===== src/rtl/msx_wait_gen.sv =====
// Z80 wait-state generator for the MSX core: counts per-cycle-type wait states
// (opcode fetch, I/O, memory) in CPU T-states and merges the slot wait request.
module msx_wait_gen #(
   parameter int M1_WAITS  = 1,
   parameter int IO_WAITS  = 0,
   parameter int MEM_WAITS = 0,
   parameter int CNT_W     = 4
) (
   input  logic       clk21m,
   input  logic       reset,
   input  logic       ce_3m58_p,
   input  logic       m1_n,
   input  logic       mreq_n,
   input  logic       iorq_n,
   input  logic       rd_n,
   input  logic       wr_n,
   input  logic       rfrsh_n,
   input  logic       exwait_n,
   input  logic       wait_en,
   output logic       wait_n,
   output logic [1:0] cyc_type
);

   localparam int MAX_WAITS = (1 << CNT_W) - 1;

   if (M1_WAITS < 0 || M1_WAITS > MAX_WAITS) begin : g_m1_range
      $error("M1_WAITS does not fit in CNT_W bits");
   end
   if (IO_WAITS < 0 || IO_WAITS > MAX_WAITS) begin : g_io_range
      $error("IO_WAITS does not fit in CNT_W bits");
   end
   if (MEM_WAITS < 0 || MEM_WAITS > MAX_WAITS) begin : g_mem_range
      $error("MEM_WAITS does not fit in CNT_W bits");
   end

   localparam logic [CNT_W-1:0] M1_N  = CNT_W'(M1_WAITS);
   localparam logic [CNT_W-1:0] IO_N  = CNT_W'(IO_WAITS);
   localparam logic [CNT_W-1:0] MEM_N = CNT_W'(MEM_WAITS);
   localparam logic [CNT_W-1:0] ONE   = CNT_W'(1);

   localparam logic [1:0] CYC_NONE = 2'd0;
   localparam logic [1:0] CYC_M1   = 2'd1;
   localparam logic [1:0] CYC_IO   = 2'd2;
   localparam logic [1:0] CYC_MEM  = 2'd3;

   typedef enum logic [1:0] {
      ST_IDLE  = 2'd0,
      ST_COUNT = 2'd1,
      ST_HOLD  = 2'd2,
      ST_DONE  = 2'd3
   } state_t;

   state_t           state_q, state_d;
   logic [CNT_W-1:0] cnt_q, cnt_d;
   logic             wait_n_q, wait_n_d;
   logic [1:0]       cyc_type_q, cyc_type_d;

   logic             class_hit;
   logic [1:0]       class_type;
   logic [CNT_W-1:0] class_waits;
   logic [CNT_W-1:0] load_n;
   logic             cyc_active;

   // First matching rule wins; refresh-only cycles fall through unclassified.
   always_comb begin
      class_hit   = 1'b0;
      class_type  = CYC_NONE;
      class_waits = '0;
      if (!m1_n && !mreq_n) begin
         class_hit   = 1'b1;
         class_type  = CYC_M1;
         class_waits = M1_N;
      end else if (!m1_n && !iorq_n) begin
         class_hit   = 1'b1;
         class_type  = CYC_NONE;
         class_waits = '0;
      end else if (m1_n && !iorq_n && (!rd_n || !wr_n)) begin
         class_hit   = 1'b1;
         class_type  = CYC_IO;
         class_waits = IO_N;
      end else if (m1_n && !mreq_n && rfrsh_n && (!rd_n || !wr_n)) begin
         class_hit   = 1'b1;
         class_type  = CYC_MEM;
         class_waits = MEM_N;
      end
   end

   assign load_n     = wait_en ? class_waits : '0;
   assign cyc_active = !mreq_n || !iorq_n;

   always_comb begin
      state_d    = state_q;
      cnt_d      = cnt_q;
      wait_n_d   = wait_n_q;
      cyc_type_d = cyc_type_q;
      if (ce_3m58_p) begin
         case (state_q)
            ST_IDLE: begin
               if (class_hit) begin
                  cyc_type_d = class_type;
                  if (load_n != '0) begin
                     state_d  = ST_COUNT;
                     wait_n_d = 1'b0;
                     cnt_d    = load_n;
                  end else if (!exwait_n) begin
                     state_d  = ST_HOLD;
                     wait_n_d = 1'b0;
                  end else begin
                     state_d  = ST_DONE;
                     wait_n_d = 1'b1;
                  end
               end
            end
            ST_COUNT: begin
               if (!cyc_active) begin
                  state_d  = ST_IDLE;
                  wait_n_d = 1'b1;
                  cnt_d    = '0;
               end else if (cnt_q <= ONE) begin
                  // Last counted wait: hand over to the slot wait if it is still asserted.
                  cnt_d = '0;
                  if (!exwait_n) begin
                     state_d  = ST_HOLD;
                     wait_n_d = 1'b0;
                  end else begin
                     state_d  = ST_DONE;
                     wait_n_d = 1'b1;
                  end
               end else begin
                  cnt_d    = cnt_q - ONE;
                  wait_n_d = 1'b0;
               end
            end
            ST_HOLD: begin
               if (!cyc_active) begin
                  state_d  = ST_IDLE;
                  wait_n_d = 1'b1;
               end else if (exwait_n) begin
                  state_d  = ST_DONE;
                  wait_n_d = 1'b1;
               end else begin
                  wait_n_d = 1'b0;
               end
            end
            ST_DONE: begin
               wait_n_d = 1'b1;
               // Stay here until the bus cycle ends so one cycle never retriggers.
               if (mreq_n && iorq_n) begin
                  state_d = ST_IDLE;
               end
            end
            default: begin
               state_d  = ST_IDLE;
               wait_n_d = 1'b1;
               cnt_d    = '0;
            end
         endcase
      end
   end

   always_ff @(posedge clk21m or posedge reset) begin
      if (reset) begin
         state_q    <= ST_IDLE;
         cnt_q      <= '0;
         wait_n_q   <= 1'b1;
         cyc_type_q <= CYC_NONE;
      end else begin
         state_q    <= state_d;
         cnt_q      <= cnt_d;
         wait_n_q   <= wait_n_d;
         cyc_type_q <= cyc_type_d;
      end
   end

   assign wait_n   = wait_n_q;
   assign cyc_type = cyc_type_q;

endmodule

===== config.mk =====
export PLATFORM = sky130hd
export DESIGN_NAME = msx_wait_gen
export DESIGN_NICKNAME = d
export VERILOG_FILES = /design/src/rtl/msx_wait_gen.sv
export SDC_FILE = /design/constraint.sdc
export NUM_CORES = 1
export LEC_CHECK = 0
export ABC_AREA = 1
export CORE_UTILIZATION = 43
export DETAILED_ROUTE_END_ITERATION = 16
export HOLD_SLACK_MARGIN = 0.15
export PLACE_DENSITY = 0.71
export SLEW_MARGIN = 20
export SYNTH_ARGS = -nofsm -noshare
export SYNTH_HDL_FRONTEND = slang
export SYNTH_SLANG_ARGS = --single-unit
export TNS_END_PERCENT = 5

===== constraint.sdc =====
create_clock -name clk21m -period 1.4 [get_ports clk21m]
set_input_delay 0.42 -clock clk21m [delete_from_list [all_inputs] [get_ports clk21m]]
set_output_delay 0.42 -clock clk21m [all_outputs]
set_load 0.005 [all_outputs]

==> results of run 1 <==
[routing by layer]
metal	global-route usage, %	part of all wire [%]	wire [um]	up-vias
li1	-	-	-	392
met1	26.89	47	814	345
met2	37.50	48	832	14
met3	8.152	3.8	66	5
met4	10.00	1.7	29	0
met5	0	0	0	-
[synthesized netlist by cell type, drive strengths merged]
cell / n
a21o: 1
nand4: 2
or2: 2
inv: 12
xnor2: 1
nand2: 36
o21ai: 11
dfstp: 1
dfrtp: 8
a21oi: 2
nor2: 9
nor3: 1
ha: 2
nand3: 11
[where the power goes]
group | internal [mW] | leakage (nW) | switching [mW]
logic | 0.476 | 0.430 | 0.518
clock network | 0.109 | 0.0150 | 0.0855
registers | 0.372 | 0.116 | 0.0977
total | 0.957 | 0.562 | 0.701
[how the worst max path moves through the flow]
stage / to / depth (start not counted)
final: cnt_q[1] / 6
after global routing: cnt_q[2] / 6
after CTS: state_q[0] / 10
after detailed placement: state_q[0] / 10
after global placement: state_q[0] / 10
after floorplan: cnt_q[2] / 6
[layout by cell type, fill, tap and decap left out]
cell / instances
nand2_1: 28
buf_4: 18
nand3_1: 9
inv_1: 8
dfrtp_1: 8
nand2_2: 6
nor2_1: 6
o21ai_1: 5
dlymetal6s2s_1: 5
inv_2: 4
o21ai_0: 4
clkdlybuf4s50_1: 4
clkbuf_4: 3
dlygate4sd2_1: 3
nor2_2: 2
nand2_4: 2
nand4_1: 2
o21ai_2: 2
or2_0: 2
a21oi_2: 1
xnor2_1: 1
nor2_4: 1
nand3_4: 1
nor3_1: 1
a21oi_1: 1
nand3_2: 1
a21o_1: 1
ha_2: 1
ha_1: 1
clkbuf_1: 1
buf_2: 1
dfstp_2: 1
[area by class of cell]
cell class,instances,area [um2]
tap,15,18.77
inverter,12,45.04
multi-input combinational,78,434.2
timing repair buffer,31,269.0
sequential,9,226.5
clock buffer,4,26.28
fill,104,346.6
[worst max-delay path: cells and delay by family]
| kind | cells | cell delay [ns] |
|---|---|---|
| buffers and inverters | 1 | 0.48 |
| AO/OA/AOI/OAI | 2 | 0.26 |
| AND/OR/NAND/NOR | 3 | 0.33 |
[cells by family (layout without fill, tap and decap cells)]
group,after synthesis,count (layout),share of synthesized area [%]
DFF,9,9,34.54
AOI/OAI and AO/OA,14,14,11.64
buffers and inverters,12,47,6.870
and+or+nand+nor,61,61,41.79
adders and majority gates,2,2,3.816
xor gates and xnor gates,1,1,1.336
[sequential cells by signal, indices dropped and copies added (netlist names)]
name and cells:
cnt_q 4, state_q 2, wait_n 1, cyc_type 2
[what timing repair did]
item	4_1_cts	5_1_grt
endpoints found under the setup margin	12	9
pin swaps	2	6
buffers inserted	0	1
gates resized for setup	17	14
==> impl_metrics.toml, run 1 <==
[timing]
worst_hold_slack_ns = 0.4101
drv_slew = 0
setup_tns_ns = 0
maxClockFrequency_mhz = 744.3
slew_headroom_pct = 78.03
finalHoldViolations = 0
final_period_minus_worst_setup_slack_ns = 1.344
worst_clock_skew_ns = 0.003995
worst-slew-pin-transition_ns = 0.3291
rsz0062_at_grt = "yes"
setup-violations-final = 0
layout_worst_path_cycle_share_pct = 95.97
fin_ws_ns = 0.05640

[drt]
route.detailed.drc = 0
route.final.wire_length_um = 1743
vias = 756
routed_wl_per_cell_um = 11.70
drt_iter0_markers = 19
drt_pre_antenna_iters = 4
avgViaCountPerCell = 5.074
antenna_violating_nets_post_route = 0

[worst_setup_path]
worstReg2RegStart = "state_q[0]"
cp_slowest_stage_delay_ns = 0.48
timing.critical_path.required_ns = 1.54
crit_startpoint = "wait_en"
worst-path-max-fanout = 7
reg2regPathDepth = 6
regToRegEndpoint = "cnt_q[1]"
cp-start-kind = "input port"
crit_path_top_delay_cell = "clkdlybuf4s50_1"
crit_path_cell_trace = "clkdlybuf4s50_1 > nand3_1 > o21ai_2 > nand3_4 > nand2_1 > o21ai_1"
critPathKind = "in -> reg"
arrival_worst_endpoint_ns = 1.49
critical_path.endpoint_type = "flip-flop"
r2r_setup_slack_ns = 0.09

[yosys]
net_count_of_the_mapped_netlist = 112
syn_area_per_cell_um2 = 6.623
syn-cell-area_um2 = 655.6
yosysWarningCount = 0
yosys_register_bits = 9
yosysSeqAreaShare_pct = 34.54
netlist_top_cells_area = "dfrtp_1 31%, nand2_1 19%, nand3_1 7.6%, inv_1 6.3%, o21ai_0 5.3%"
yosys_cell_types = 21
yosys.area.top_type = "dfrtp_1"
post-synth-top-area-fraction_pct = 30.53
synthCells = 99

[global_routing]
grt_antenna_before_repair = 0
overflow = 0
grt_pass1_vias = 611
maximum_number_of_pins_on_one_net_before_global_route_repair = 10
grt_first_pass_wirelength_um = 2477
grt_usage_pct = 23.06

[cells_and_area]
finish.instance_area_mm2 = 0.001020
diodes = 0
post_layout_nonfiller_instances = 149
fin_util_pct = 74.63
layout_stage_area_growth_over_the_synthesis_result_pct = 55.53
fin_nets = 148
final_layout_size_suffix_gt1_share_pct = 32.84

[clock_tree]
cts_tree = "done"
clock_tree.htree_level_count = 1
insertion_delay_ns = 0.26
cts.hold.buffers_added = 0
cts_inserted_buffers = 3
cts_sinks = 9
cts_buffer_depth = 2
cts_root_buf = "clkbuf_4"
cts.clk_slew.worst_paths_ns = 0.06

[flow_run]
maxCapViolCount = 0

[power_and_ir_drop]
p_leak_nw = 0.5617
ir_worst_vdd_v = 0.0009618
power_mw = 1.658
power_density_mw_per_mm2 = 1626

[place]
post-dp-hpwl_um = 1282
placed_cells = 144
worst_setup_slack_before_clock_tree_synthesis_ns = -0.4401
port-buffer-count = 13
finalWeightedCongestion = 0.7539
placed_area_um2 = 932.1

[floorplanning]
floorplan.die_area_mm2 = 0.001685
core_mm2 = 0.001366
placement_rows = 13
dieWidth_um = 41.05
num_io_pins = 14
floorplan.initialDensity_pct = 47.99
die_h_um = 41.05

[min_path]
min_path_type = "in -> async"

[outcome]
outcome = "finished clean"
(Power assumes the default switching activity.)
==> run 2, diff against run 1 <==
- SLEW_MARGIN: 20 -> unset
==> results of run 2 <==
Final layout, timing and power as in run 1 (identical DEF).
